### config.mk
export PLATFORM = sky130hd
export DESIGN_NAME = cpu_bus_arbiter
export DESIGN_NICKNAME = d
export VERILOG_FILES = /design/src/rtl/cpu_bus_arbiter.sv
export SDC_FILE = /design/constraint.sdc
export NUM_CORES = 1
export LEC_CHECK = 0
export ABC_AREA = 1
export BUFFER_PORTS_ARGS = -buffer_cell sky130_fd_sc_hd__buf_2
export CAP_MARGIN = 15
export CORE_AREA = 2 2 120 122
export CTS_CLUSTER_DIAMETER = 60
export DETAILED_ROUTE_END_ITERATION = 10
export DIE_AREA = 0 0 122 124
export GPL_TIMING_DRIVEN = 0
export PLACE_DENSITY = 0.9
export SYNTH_ARGS = -nofsm -noshare
export SYNTH_HDL_FRONTEND = slang
export SYNTH_SLANG_ARGS = --single-unit
### constraint.sdc
create_clock -name clk_i -period 1.9 [get_ports clk_i]
set_input_delay 0.095 -clock clk_i [delete_from_list [all_inputs] [get_ports clk_i]]
set_output_delay 0.095 -clock clk_i [all_outputs]
set_load 0.005 [all_outputs]
### src/rtl/cpu_bus_arbiter.sv
// Two-master round-robin arbiter that turns each grant into one address beat on the shared bus,
// captures read data after ReadLatency cycles and returns it with a one-cycle ack.
module cpu_bus_arbiter #(
   parameter int unsigned address_width = 32,
   parameter int unsigned ReadLatency   = 1
) (
   input  logic                     clk_i,
   input  logic                     reset_ni,
   input  logic                     halt_i,
   input  logic                     m0_req_i,
   input  logic [address_width-1:0] m0_addr_i,
   input  logic [31:0]              m0_wdata_i,
   input  logic [3:0]               m0_strb_i,
   output logic                     m0_ack_o,
   output logic [31:0]              m0_rdata_o,
   input  logic                     m1_req_i,
   input  logic [address_width-1:0] m1_addr_i,
   input  logic [31:0]              m1_wdata_i,
   input  logic [3:0]               m1_strb_i,
   output logic                     m1_ack_o,
   output logic [31:0]              m1_rdata_o,
   output logic [address_width-1:0] address_o,
   output logic [31:0]              data_o,
   output logic [3:0]               we_ram_o,
   output logic                     we_o,
   input  logic [31:0]              data_i,
   output logic [1:0]               grant_o,
   output logic                     busy_o
);

   typedef enum logic [1:0] {StIdle, StAddr, StWait, StDone} state_e;

   localparam logic [3:0] CntLoad = 4'(ReadLatency - 1);

   state_e                     state_q, state_d;
   logic [3:0]                 cnt_q, cnt_d;
   logic                       last_q, last_d;
   logic [1:0]                 grant_q, grant_d;
   logic [1:0]                 ack_q, ack_d;
   logic [address_width-1:0]   addr_q, addr_d;
   logic [31:0]                wdata_q, wdata_d;
   logic [31:0]                rdata_q, rdata_d;
   logic [3:0]                 strb_q, strb_d;
   logic                       sel;
   logic                       beat;

   // Master 1 wins when it asks alone, or on a tie when master 0 was served last.
   assign sel = m1_req_i & (~m0_req_i | ~last_q);

   always_comb begin
      state_d = state_q;
      cnt_d   = cnt_q;
      last_d  = last_q;
      grant_d = grant_q;
      ack_d   = '0;
      addr_d  = addr_q;
      wdata_d = wdata_q;
      rdata_d = rdata_q;
      strb_d  = strb_q;
      unique case (state_q)
         StIdle: begin
            if (!halt_i && (m0_req_i || m1_req_i)) begin
               grant_d = sel ? 2'b10 : 2'b01;
               last_d  = sel;
               addr_d  = sel ? m1_addr_i : m0_addr_i;
               wdata_d = sel ? m1_wdata_i : m0_wdata_i;
               strb_d  = sel ? m1_strb_i : m0_strb_i;
               state_d = StAddr;
            end
         end
         StAddr: begin
            cnt_d   = CntLoad;
            state_d = (ReadLatency == 1) ? StDone : StWait;
         end
         StWait: begin
            cnt_d = cnt_q - 4'd1;
            if (cnt_q == 4'd1) begin
               state_d = StDone;
            end
         end
         StDone: begin
            rdata_d = data_i;
            ack_d   = grant_q;
            grant_d = '0;
            state_d = StIdle;
         end
         default: state_d = StIdle;
      endcase
   end

   always_ff @(posedge clk_i or negedge reset_ni) begin
      if (!reset_ni) begin
         state_q <= StIdle;
         cnt_q   <= '0;
         last_q  <= 1'b1;
         grant_q <= '0;
         ack_q   <= '0;
         addr_q  <= '0;
         wdata_q <= '0;
         rdata_q <= '0;
         strb_q  <= '0;
      end else begin
         state_q <= state_d;
         cnt_q   <= cnt_d;
         last_q  <= last_d;
         grant_q <= grant_d;
         ack_q   <= ack_d;
         addr_q  <= addr_d;
         wdata_q <= wdata_d;
         rdata_q <= rdata_d;
         strb_q  <= strb_d;
      end
   end

   // Bus and read-data outputs are gated so they are zero outside their windows.
   assign beat       = (state_q == StAddr);
   assign address_o  = beat ? addr_q : '0;
   assign data_o     = beat ? wdata_q : '0;
   assign we_ram_o   = beat ? strb_q : '0;
   assign we_o       = |we_ram_o;
   assign grant_o    = grant_q;
   assign busy_o     = (state_q != StIdle);
   assign m0_ack_o   = ack_q[0];
   assign m1_ack_o   = ack_q[1];
   assign m0_rdata_o = ack_q[0] ? rdata_q : '0;
   assign m1_rdata_o = ack_q[1] ? rdata_q : '0;

endmodule

==> summary.md, run 1 <==
| Metric | Value |
|---|---|
| Crit share post-route | 0.918 |
| Die Span X | 122 um |
| Average cell area after synthesis | 6.39 um2 |
| Measured slew at the worst slew-check pin | 0.585 ns |
| Share of layout cells above drive strength 1 | 0.278 |
| Gp weighted congestion | 0.867 |
| Total power draw | 11.0 mW |
| Total of endpoints with negative setup slack in the final report | 0 |
| Clock sink total | 111 |
| Library cell occupying the most area in the post-synthesis netlist | dfrtp_1 |
| Vias in the first global route | 6,915 |
| Flip-flop and latch area | 0.00278 mm2 |
| Slew HR | 0.610 |
| Synth Warn # | 0 |
| Critical path startpoint category | flop |
| Num CTS Buffers | 9 |
| Combined area of all synthesized cells | 0.00638 mm2 |
| Total Nets Final | 1,532 |
| Run status | finished, final reports clean |
| Critical R2R Launch | state_q[0] |
| Ranking of synthesized cells by area | dfrtp_1 43%, nand2_1 34%, inv_1 8.4%, nand3_1 5.7%, buf_2 2.4% |
| Violation count after the first detailed-routing iteration | 452 |
| Max Transition Viols Final | 0 |
| Clock tree buffer depth | 2 |
| Worst Path Max Fanout | 10 |
| Worst-skew pair later-pin latency | 0.35 ns |
| CP Launch Point | state_q[1] |
| Max-cap violations | 0 |
| Sequential fraction of the synthesis area | 0.436 |
| Fraction of post-synthesis cell area in the top cell type by area | 0.431 |
| PwrDens | 1250 mW/mm2 |
| Startpoint of the lowest-slack hold path | m0_wdata_i[0] |
| Number of filler cells placed in the layout | 1,196 |
| Asr flop ratio synth | 1.00 |
| Starting density of the core | 0.465 |
| Wire length per cell after detailed routing | 14.2 um |
| Hold Crit Class | input pin to flop |
| Post-synthesis instance total | 999 |
| Most used standard cells in the synthesized netlist | 586 x nand2_1, 142 x inv_1, 110 x dfrtp_1 |
| Final Routed Wirelength | 21,800 um |
| Detail Route Antenna Nets | 0 |
| CTS tree | yes |
| Maximum number of pins on one net before global-route repair | 70 |
| Final routed DRC violation total | 0 |
| Standard cell core area | 0.0137 mm2 |
| Final critical delay including setup and external delays | 1.74 ns |
| Cell leakage power | 6.32 nW |
| Number of levels the H-tree was split into | 3 |
| Number of flops mapped to enable cells by yosys | 0 |
| Multi-input combinational cell area | 0.00279 mm2 |
| Top achievable clock speed | 574 MHz |
| Height of the die | 124 um |
| Sort of element at the end of the critical path | primary output |
| DP HPWL | 15,700 um |
| Post-synth cell types | 27 |
| Port Buf Inserts | 309 |
| Required time of the worst setup path | 1.80 ns |
| All-layer global routing usage | 0.283 |
| Via count | 7,406 |
| Vias per cell | 4.82 |
| Number of placed I/O pins | 311 |
| Wire length of the first global-routing pass | 33,400 um |
| Number of synthesized register bits | 111 |
| Unrepaired setup endpoints after global routing | no |
| Worst VDD drop | 0.000537 V |
| Crit Path Class | flop to primary output |
| Clock Tree Root | clkbuf_16 |
| Antenna violations before repair | 1 |
| CP Data Arrival Time | 1.65 ns |
| Layout overhead on the synthesized area | 38.9% |
| Clock Skew | 0.00793 ns |
| Total negative slack | 0 ns |
| Row Count | 43 |
| First-pass iteration count of the detailed router | 5 |
| Most common flop cell mapped by yosys | dfrtp_1 |
| Post-CTS setup repair buffer count | 0 |
| Die Outline Area | 0.0151 mm2 |
| Post-synth net total | 1,179 |
| Endpoints failing hold | 0 |
| Worst-path clk slew | 0.08 ns |
| Most frequently used cell type in the post-synthesis netlist | nand2_1 |
| Congestion Overflow GR | 0 |
[report_power, final]
group / switching (mW) / leakage [nW] / internal [mW]
registers: 0.760 / 1.39 / 3.45
logic: 2.92 / 4.78 / 1.90
clock network: 0.869 / 0.148 / 1.15
total: 4.55 / 6.32 / 6.50
[metrics by stage]
| step | hold WS [ns] | instances | cell area [um2] | util | setup WS (ns) |
|---|---|---|---|---|---|
| finish | 0.0236 | 1538 | 8860 | 0.646 | 0.157 |
| global route | 0.0363 | 1537 | 8860 | 0.646 | 0.0177 |
| CTS | 0.00911 | 1537 | 8850 | 0.645 | 0.00189 |
| detailed placement | 0.119 | 1489 | 8180 | 0.596 | -0.0870 |
| global placement | 0.302 | 1488 | 8150 | 0.594 | -0.570 |
| floorplan | -0.201 | 999 | 6380 | - | 0.459 |
[worst max-delay path, stage by stage (launching register included)]
cell and delay, ns:
dfrtp_2 0.45, inv_2 0.09, ha_4 0.18, buf_6 0.17
buf_4 0.19, nand2_1 0.06, inv_1 0.05, buf_2 0.10
[registers in the layout (all words and copies together) (netlist names)]
register and cells:
rdata_q 32, cnt_q 4, ack_q 2, grant_o 2
addr_q 32, last_q 1, wdata_q 32, strb_q 4
state_q 2
[kinds of logic after synthesis]
| group | Yosys count | synth area share |
|---|---|---|
| fa+ha+maj | 7 | 0.0137 |
| compound gates | 6 | 0.00569 |
| flops | 111 | 0.436 |
| simple gates | 674 | 0.417 |
| buf+inv | 201 | 0.128 |
[area by class of cell]
type / count / share of cell area
multi-input cells: 687 / 0.315
flip-flops and latches: 111 / 0.314
repair buffers: 343 / 0.215
inverters: 143 / 0.0606
plain buffers: 57 / 0.0342
clock buffers: 10 / 0.0258
well taps: 180 / 0.0254
clock inverters: 6 / 0.00960
diodes: 1 / 0.000282
[cell usage in the layout (no fill, tap or decap), types with 3 or more instances in the layout]
cell / instances
clkbuf_16: 9
buf_1: 4
clkbuf_2: 5
buf_2: 335
buf_4: 5
dfrtp_1: 109
clkbuf_1: 14
nand3_1: 73
inv_1: 141
buf_6: 3
ha_1: 6
nand2_1: 586
nor2_1: 5
dlygate4sd3_1: 33
[timing repair]
item,CTS,global route
setup endpoints to repair,69,30
endpoints found under the hold margin,74,0
hold buffers,33,0
pin swaps,0,0
gates resized for setup,9,6
[layer usage]
layer | wire length, um | track usage
met1 | 8660 | 0.340
met2 | 10900 | 0.510
met3 | 1750 | 0.0540
met4 | 491 | 0.0934
met5 | 14 | 0
[worst paths after layout]
kind,end,slack [ns],depth (start not counted)
worst min-delay path,wdata_q[0],0.02,5
worst max register to register,grant_o[0],0.17,7
max in group asynchronous,last_q,0.83,3
worst max-delay path,data_o[20],0.16,7
min in group asynchronous,rdata_q[20],0.29,2
worst min register to register,addr_q[2],0.48,2
Note: power is estimated with default switching activity, not from simulation.
==> inputs of run 2 (changes only) <==
--- a/config.mk
+++ b/config.mk
@@ -8,12 +8,13 @@
 export ABC_AREA = 1
 export BUFFER_PORTS_ARGS = -buffer_cell sky130_fd_sc_hd__buf_2
 export CAP_MARGIN = 15
-export CORE_AREA = 2 2 120 122
+export CORE_MARGIN = 2
+export CORE_UTILIZATION = 47
 export CTS_CLUSTER_DIAMETER = 60
 export DETAILED_ROUTE_END_ITERATION = 10
-export DIE_AREA = 0 0 122 124
 export GPL_TIMING_DRIVEN = 0
-export PLACE_DENSITY = 0.9
+export PLACE_DENSITY = 0.91
+export SETUP_SLACK_MARGIN = 0.4
 export SYNTH_ARGS = -nofsm -noshare
 export SYNTH_HDL_FRONTEND = slang
 export SYNTH_SLANG_ARGS = --single-unit
==> summary.md, run 2 (synthesis gave the netlist of run 1 again) <==
| Metric | Value |
|---|---|
| Final non-filler cell area | 0.0104 mm2 |
| Port Buf Inserts | 309 |
| Congestion Overflow GR | 0 |
| Die Outline Area | 0.0145 mm2 |
| Maximum number of pins on one net before global-route repair | 59 |
| Measured slew at the worst slew-check pin | 0.773 ns |
| Number of levels the H-tree was split into | 3 |
| Total Nets Final | 1,564 |
| Placement Cell Area | 0.00818 mm2 |
| Share of layout cells above drive strength 1 | 0.418 |
| Crit share post-route | 0.928 |
| Antenna violations before repair | 3 |
| Clock tree buffer depth | 2 |
| Most common cell after layout, fill and taps aside | nand2_1 |
| Required time of the worst setup path | 1.80 ns |
| CP Data Arrival Time | 1.67 ns |
| Vias in the first global route | 7,233 |
| Highest-count cells in the layout ignoring fill and taps | 463 x nand2_1, 293 x buf_2, 110 x dfrtp_1 |
| Worst Path Max Fanout | 6 |
| Number of placed I/O pins | 311 |
| Wire length per cell after detailed routing | 15.9 um |
| Layout overhead on the synthesized area | 63.7% |
| Number of buffer and inverter stages on the critical path | 5 |
| Violations in the final reports | negative hold slack |
| Run status | complete, but fails checks |
| Die Span X | 121 um |
| Max-cap violations | 0 |
| Max stage delay on crit path | 0.38 ns |
| Max Transition Viols Final | 0 |
| Detail Route Antenna Nets | 0 |
| Endpoints failing hold | 1 |
| Total of endpoints with negative setup slack in the final report | 0 |
| Cell leakage power | 7.16 nW |
| Final routed DRC violation total | 0 |
| Standard cell core area | 0.0132 mm2 |
| Worst-skew pair later-pin latency | 0.35 ns |
| Worst VDD drop | 0.000663 V |
| All-layer global routing usage | 0.303 |
| First-pass iteration count of the detailed router | 5 |
| Top flop regs | addr_q: 32 flops, rdata_q: 32 flops, wdata_q: 32 flops |
| Top achievable clock speed | 567 MHz |
| CTS tree | yes |
| Sort of element at the end of the critical path | primary output |
| Slew HR | 0.485 |
| Unrepaired setup endpoints after global routing | yes |
| Clock Skew | 0.00631 ns |
| Num CTS Buffers | 9 |
| Final Routed Wirelength | 24,800 um |
| Final critical delay including setup and external delays | 1.76 ns |
| Crit Path Class | flop to primary output |
| Hold Crit Class | input pin to flop |
| Wire length of the first global-routing pass | 34,800 um |
| Smallest hold slack | -0.00501 ns |
| Violation count after the first detailed-routing iteration | 524 |
| Starting density of the core | 0.482 |
| Clock Tree Root | clkbuf_16 |
| PwrDens | 1340 mW/mm2 |
| Top cell family by delay on the critical path | buffers and inverters |
| Via count | 7,933 |
| Worst-path clk slew | 0.07 ns |
| DP HPWL | 15,500 um |
| Critical path startpoint category | flop |
| Vias per cell | 5.07 |
| Clock sink total | 111 |
| Critical path, cell by cell | inv_2 > ha_4 > buf_8 > buf_12 > buf_6 > nand2_4 > nand4_1 > buf_2 |
| Gp weighted congestion | 0.888 |
| Height of the die | 121 um |
| Row Count | 42 |
| Standard cell with the maximum stage delay on the critical path | dfrtp_1 |
[run 2: worst paths after layout]
check,end,cells after the start,start,slack [ns]
setup / recovery,we_o,8,state_q[1],0.14
setup reg to reg,grant_o[0],10,state_q[0],0.24
hold / removal,rdata_q[0],3,data_i[0],-0.005
max in group asynchronous,last_q,3,reset_ni,0.75
min in group asynchronous,rdata_q[20],2,reset_ni,0.38
hold reg to reg,ack_q[1],2,grant_o[1],0.49
[run 2: stage by stage]
step	setup WS [ns]	utilization	setup TNS (ns)	cells	total power, mW
after detailed placement	-0.0195	0.617	-0.0195	1485	8.83
final	0.136	0.789	0	1566	14.0
after CTS	0.131	0.713	0	1548	12.4
after global placement	-0.581	0.615	-63.05	1484	8.63
after floorplan	0.459	-	0	999	6.93
after global routing	0.0943	0.789	0	1566	14.9
[run 2: power by group]
part,total (mW),internal [mW],switching [mW]
Sequential,4.42,3.45,0.968
Combinational,7.60,3.60,4.00
Clock,2.01,1.15,0.867
Total,14.0,8.19,5.84
[run 2: cell type report]
type	count	area, um2
plain buffers	58	597
repair buffers	374	2550
clock buffers	9	225
flip-flops and latches	111	2780
multi-input cells	687	3430
diodes	2	5.00
fillers	888	2800
clock inverters	6	86.3
well taps	176	220
inverters	143	549
[run 2: worst register-to-register path: stages (launching register included)]
cell and delay (ns):
dfrtp_1 0.42, buf_6 0.13, buf_6 0.12, inv_4 0.06, ha_4 0.15, inv_4 0.05
nor2_4 0.20, clkbuf_16 0.22, buf_12 0.14, nand3_2 0.06, nand2_1 0.06
[run 2: repair_timing]
action,CTS,global route
setup endpoints to repair,194,196
cloned,6,9
pin swaps,34,93
buffers inserted,10,7
hold buffers,32,0
resized for setup,139,247
endpoints found under the hold margin,88,0
[run 2: layer usage]
metal  track usage  vias to the layer above  wire length [um]
li1              -                     3702                 -
met1         0.348                     3703              9110
met2         0.536                      428             12700
met3        0.0660                       98              1990
met4         0.143                        2              1030
met5             0                        -                13
==> inputs of run 3 (changes only) <==
--- a/config.mk
+++ b/config.mk
@@ -5,15 +5,14 @@
 export SDC_FILE = /design/constraint.sdc
 export NUM_CORES = 1
 export LEC_CHECK = 0
-export ABC_AREA = 1
 export BUFFER_PORTS_ARGS = -buffer_cell sky130_fd_sc_hd__buf_2
 export CAP_MARGIN = 15
-export CORE_MARGIN = 2
-export CORE_UTILIZATION = 47
+export CORE_AREA = 2 2 120 122
 export CTS_CLUSTER_DIAMETER = 60
 export DETAILED_ROUTE_END_ITERATION = 10
+export DIE_AREA = 0 0 122 124
 export GPL_TIMING_DRIVEN = 0
-export PLACE_DENSITY = 0.91
+export PLACE_DENSITY = 0.86
 export SETUP_SLACK_MARGIN = 0.4
 export SYNTH_ARGS = -nofsm -noshare
 export SYNTH_HDL_FRONTEND = slang
==> summary.md, run 3 <==
| Metric | Value |
|---|---|
| Unrepaired setup endpoints after global routing | yes |
| Post-synth cell types | 31 |
| Final routed DRC violation total | 0 |
| Endpoints failing hold | 0 |
| Final critical delay including setup and external delays | 1.88 ns |
| Inst Count DP | 1,064 |
| Hold Crit Class | input pin to flop |
| Asr flop ratio synth | 1.00 |
| Clock Tree Root | clkbuf_16 |
| Wire length of the first global-routing pass | 30,700 um |
| Sequential fraction of the synthesis area | 0.472 |
| Port Buf Inserts | 310 |
| Top flop regs | addr_q: 32 flops, rdata_q: 32 flops, wdata_q: 32 flops |
| Layout overhead on the synthesized area | 54.9% |
| Slew HR | 0.501 |
| Post-synth net total | 753 |
| Die Span X | 122 um |
| PwrDens | 1330 mW/mm2 |
| All-layer global routing usage | 0.269 |
| Run status | finished, final reports clean |
| Detail Route Antenna Nets | 0 |
| Sort of element at the end of the critical path | primary output |
| Cell leakage power | 4.75 nW |
| Clock sink total | 111 |
| Height of the die | 124 um |
| Critical path startpoint category | flop |
| Top achievable clock speed | 533 MHz |
| R2R cell count | 9 |
| CP Data Arrival Time | 1.78 ns |
| Fraction of post-synthesis cell area in the top cell type by area | 0.467 |
| Slack of the worst reg-to-reg path | 0.07 ns |
| Required time of the worst setup path | 1.80 ns |
| Ranking of synthesized cells by area | dfrtp_1 47%, and2_1 14%, mux2i_1 12%, o21ai_0 6.2%, mux2_2 6.1% |
| Worst Path Max Fanout | 8 |
| Vias in the first global route | 5,908 |
| Highest-count cells in the layout ignoring fill and taps | 311 x buf_2, 132 x and2_1, 107 x dfrtp_1 |
| Worst-path clk slew | 0.08 ns |
| Max Transition Viols Final | 0 |
| Row Count | 43 |
| Post-Layout Cell Count | 1,147 |
| Clock Skew | 0.00430 ns |
| Endpoint with the worst hold slack | addr_q[24] |
| Final non-filler cell area | 0.00913 mm2 |
| Measured slew at the worst slew-check pin | 0.748 ns |
| Crit Reg-Reg Endpoint | addr_q[27] |
| Share of layout cells above drive strength 1 | 0.503 |
| Most common flop cell mapped by yosys | dfrtp_1 |
| Number of levels the H-tree was split into | 3 |
| Most common cell after layout, fill and taps aside | buf_2 |
| Maximum number of pins on one net before global-route repair | 60 |
| Most used standard cells in the synthesized netlist | 134 x and2_1, 110 x dfrtp_1, 73 x o21ai_0 |
| Total of endpoints with negative setup slack in the final report | 0 |
| Gp weighted congestion | 0.839 |
| Clock tree buffer depth | 2 |
| Startpoint of the lowest-slack hold path | m0_addr_i[24] |
| CTS tree | yes |
| Post-synthesis instance total | 573 |
| Congestion Overflow GR | 0 |
| Die Outline Area | 0.0151 mm2 |
| Number of flops mapped to enable cells by yosys | 0 |
| Worst VDD drop | 0.000738 V |
| First-pass iteration count of the detailed router | 5 |
| Final Routed Wirelength | 21,900 um |
| Wire length per cell after detailed routing | 19.1 um |
| Cell count of the worst hold path | 3 |
| DP HPWL | 14,900 um |
| Crit share post-route | 0.988 |
| Combined area of all synthesized cells | 0.00589 mm2 |
| Max-cap violations | 0 |
| Starting density of the core | 0.429 |
| Average cell area after synthesis | 10.3 um2 |
| Num CTS Buffers | 9 |
| Synth Warn # | 0 |
| Number of synthesized register bits | 111 |
| Library cell occupying the most area in the post-synthesis netlist | dfrtp_1 |
| Violation count after the first detailed-routing iteration | 260 |
| Number of placed I/O pins | 311 |
| Placement Cell Area | 0.00770 mm2 |
| Via count | 5,993 |
| Most frequently used cell type in the post-synthesis netlist | and2_1 |
| Antenna violations before repair | 3 |
| Total Nets Final | 1,139 |
| Critical R2R Launch | state_q[0] |
| Standard cell core area | 0.0137 mm2 |
| Worst-skew pair later-pin latency | 0.35 ns |
| Crit Path Class | flop to primary output |
| Vias per cell | 5.22 |
run 3: report_power, final:
part	internal (mW)	switching [mW]	total [mW]	leakage, nW
Combinational	3.21	2.76	5.97	3.24
Clock	1.07	0.888	1.95	0.146
Sequential	3.46	0.750	4.21	1.37
run 3: worst max-delay path: stages (launching register included):
cell and delay (ns):
dfrtp_2 0.45, buf_4 0.15, inv_2 0.06, ha_2 0.18
buf_6 0.11, clkinvlp_4 0.09, buf_12 0.16, buf_8 0.12
buf_2 0.12
run 3: how the worst max path moves through the flow:
| stage | startpoint | endpoint | slack [ns] |
|---|---|---|---|
| after floorplan | state_q[0] | wdata_q[14] | 0.41 |
| after global placement | reset_ni | rdata_q[26] | -0.55 |
| after detailed placement | state_q[1] | data_o[27] | -0.23 |
| after CTS | state_q[0] | we_o | 0.04 |
| after global routing | state_q[0] | busy_o | -0.02 |
| final | state_q[0] | busy_o | 0.02 |
run 3: cell families (layout without fill, tap and decap cells):
group / count (synthesis) / in the layout / synth area share
and+or+nand+nor: 146 / 146 / 0.153
AOI/OAI and AO/OA: 152 / 152 / 0.135
adders and majority gates: 7 / 7 / 0.0149
DFF: 111 / 111 / 0.472
muxes: 103 / 103 / 0.182
other: 0 / 3 / 0
buffers and inverters: 54 / 445 / 0.0435
run 3: per-layer routing:
layer	global-route usage	vias to the layer above	wire (um)
li1	-	2746	-
met1	0.279	2909	7720
met2	0.491	286	11600
met3	0.0691	52	1690
met4	0.157	0	878
met5	0	-	0
run 3: layout make-up:
cell class              instances  area (um2)
diodes                          3        7.51
plain buffers                  47         453
clock buffers                  10         239
clock inverters                 6        67.6
fillers                      1045        4590
inverters                       7        30.0
multi-input cells             408        3060
flip-flops and latches        111        2780
well taps                     180         225
repair buffers                375        2260
run 3: repair_timing:
item	in CTS	in global routing
gates resized for setup	110	98
hold endpoints to repair	85	0
pin swaps	15	8
gates cloned	3	3
hold buffers	34	0
endpoints found under the setup margin	202	233
buffers inserted	14	10
run 3: metrics by stage:
| step | TNS, ns | power, mW | utilization | setup slack (ns) | hold slack [ns] |
|---|---|---|---|---|---|
| global placement | -63.97 | 8.21 | 0.559 | -0.554 | 0.328 |
| detailed placement | -4.88 | 8.41 | 0.561 | -0.232 | 0.184 |
| CTS | 0 | 11.2 | 0.639 | 0.0366 | 0.00151 |
| finish | 0 | 12.1 | 0.665 | 0.0225 | 0.0149 |
| global route | -0.0245 | 12.8 | 0.665 | -0.0234 | 0.0222 |
| floorplan | 0 | 6.57 | - | 0.414 | -0.201 |
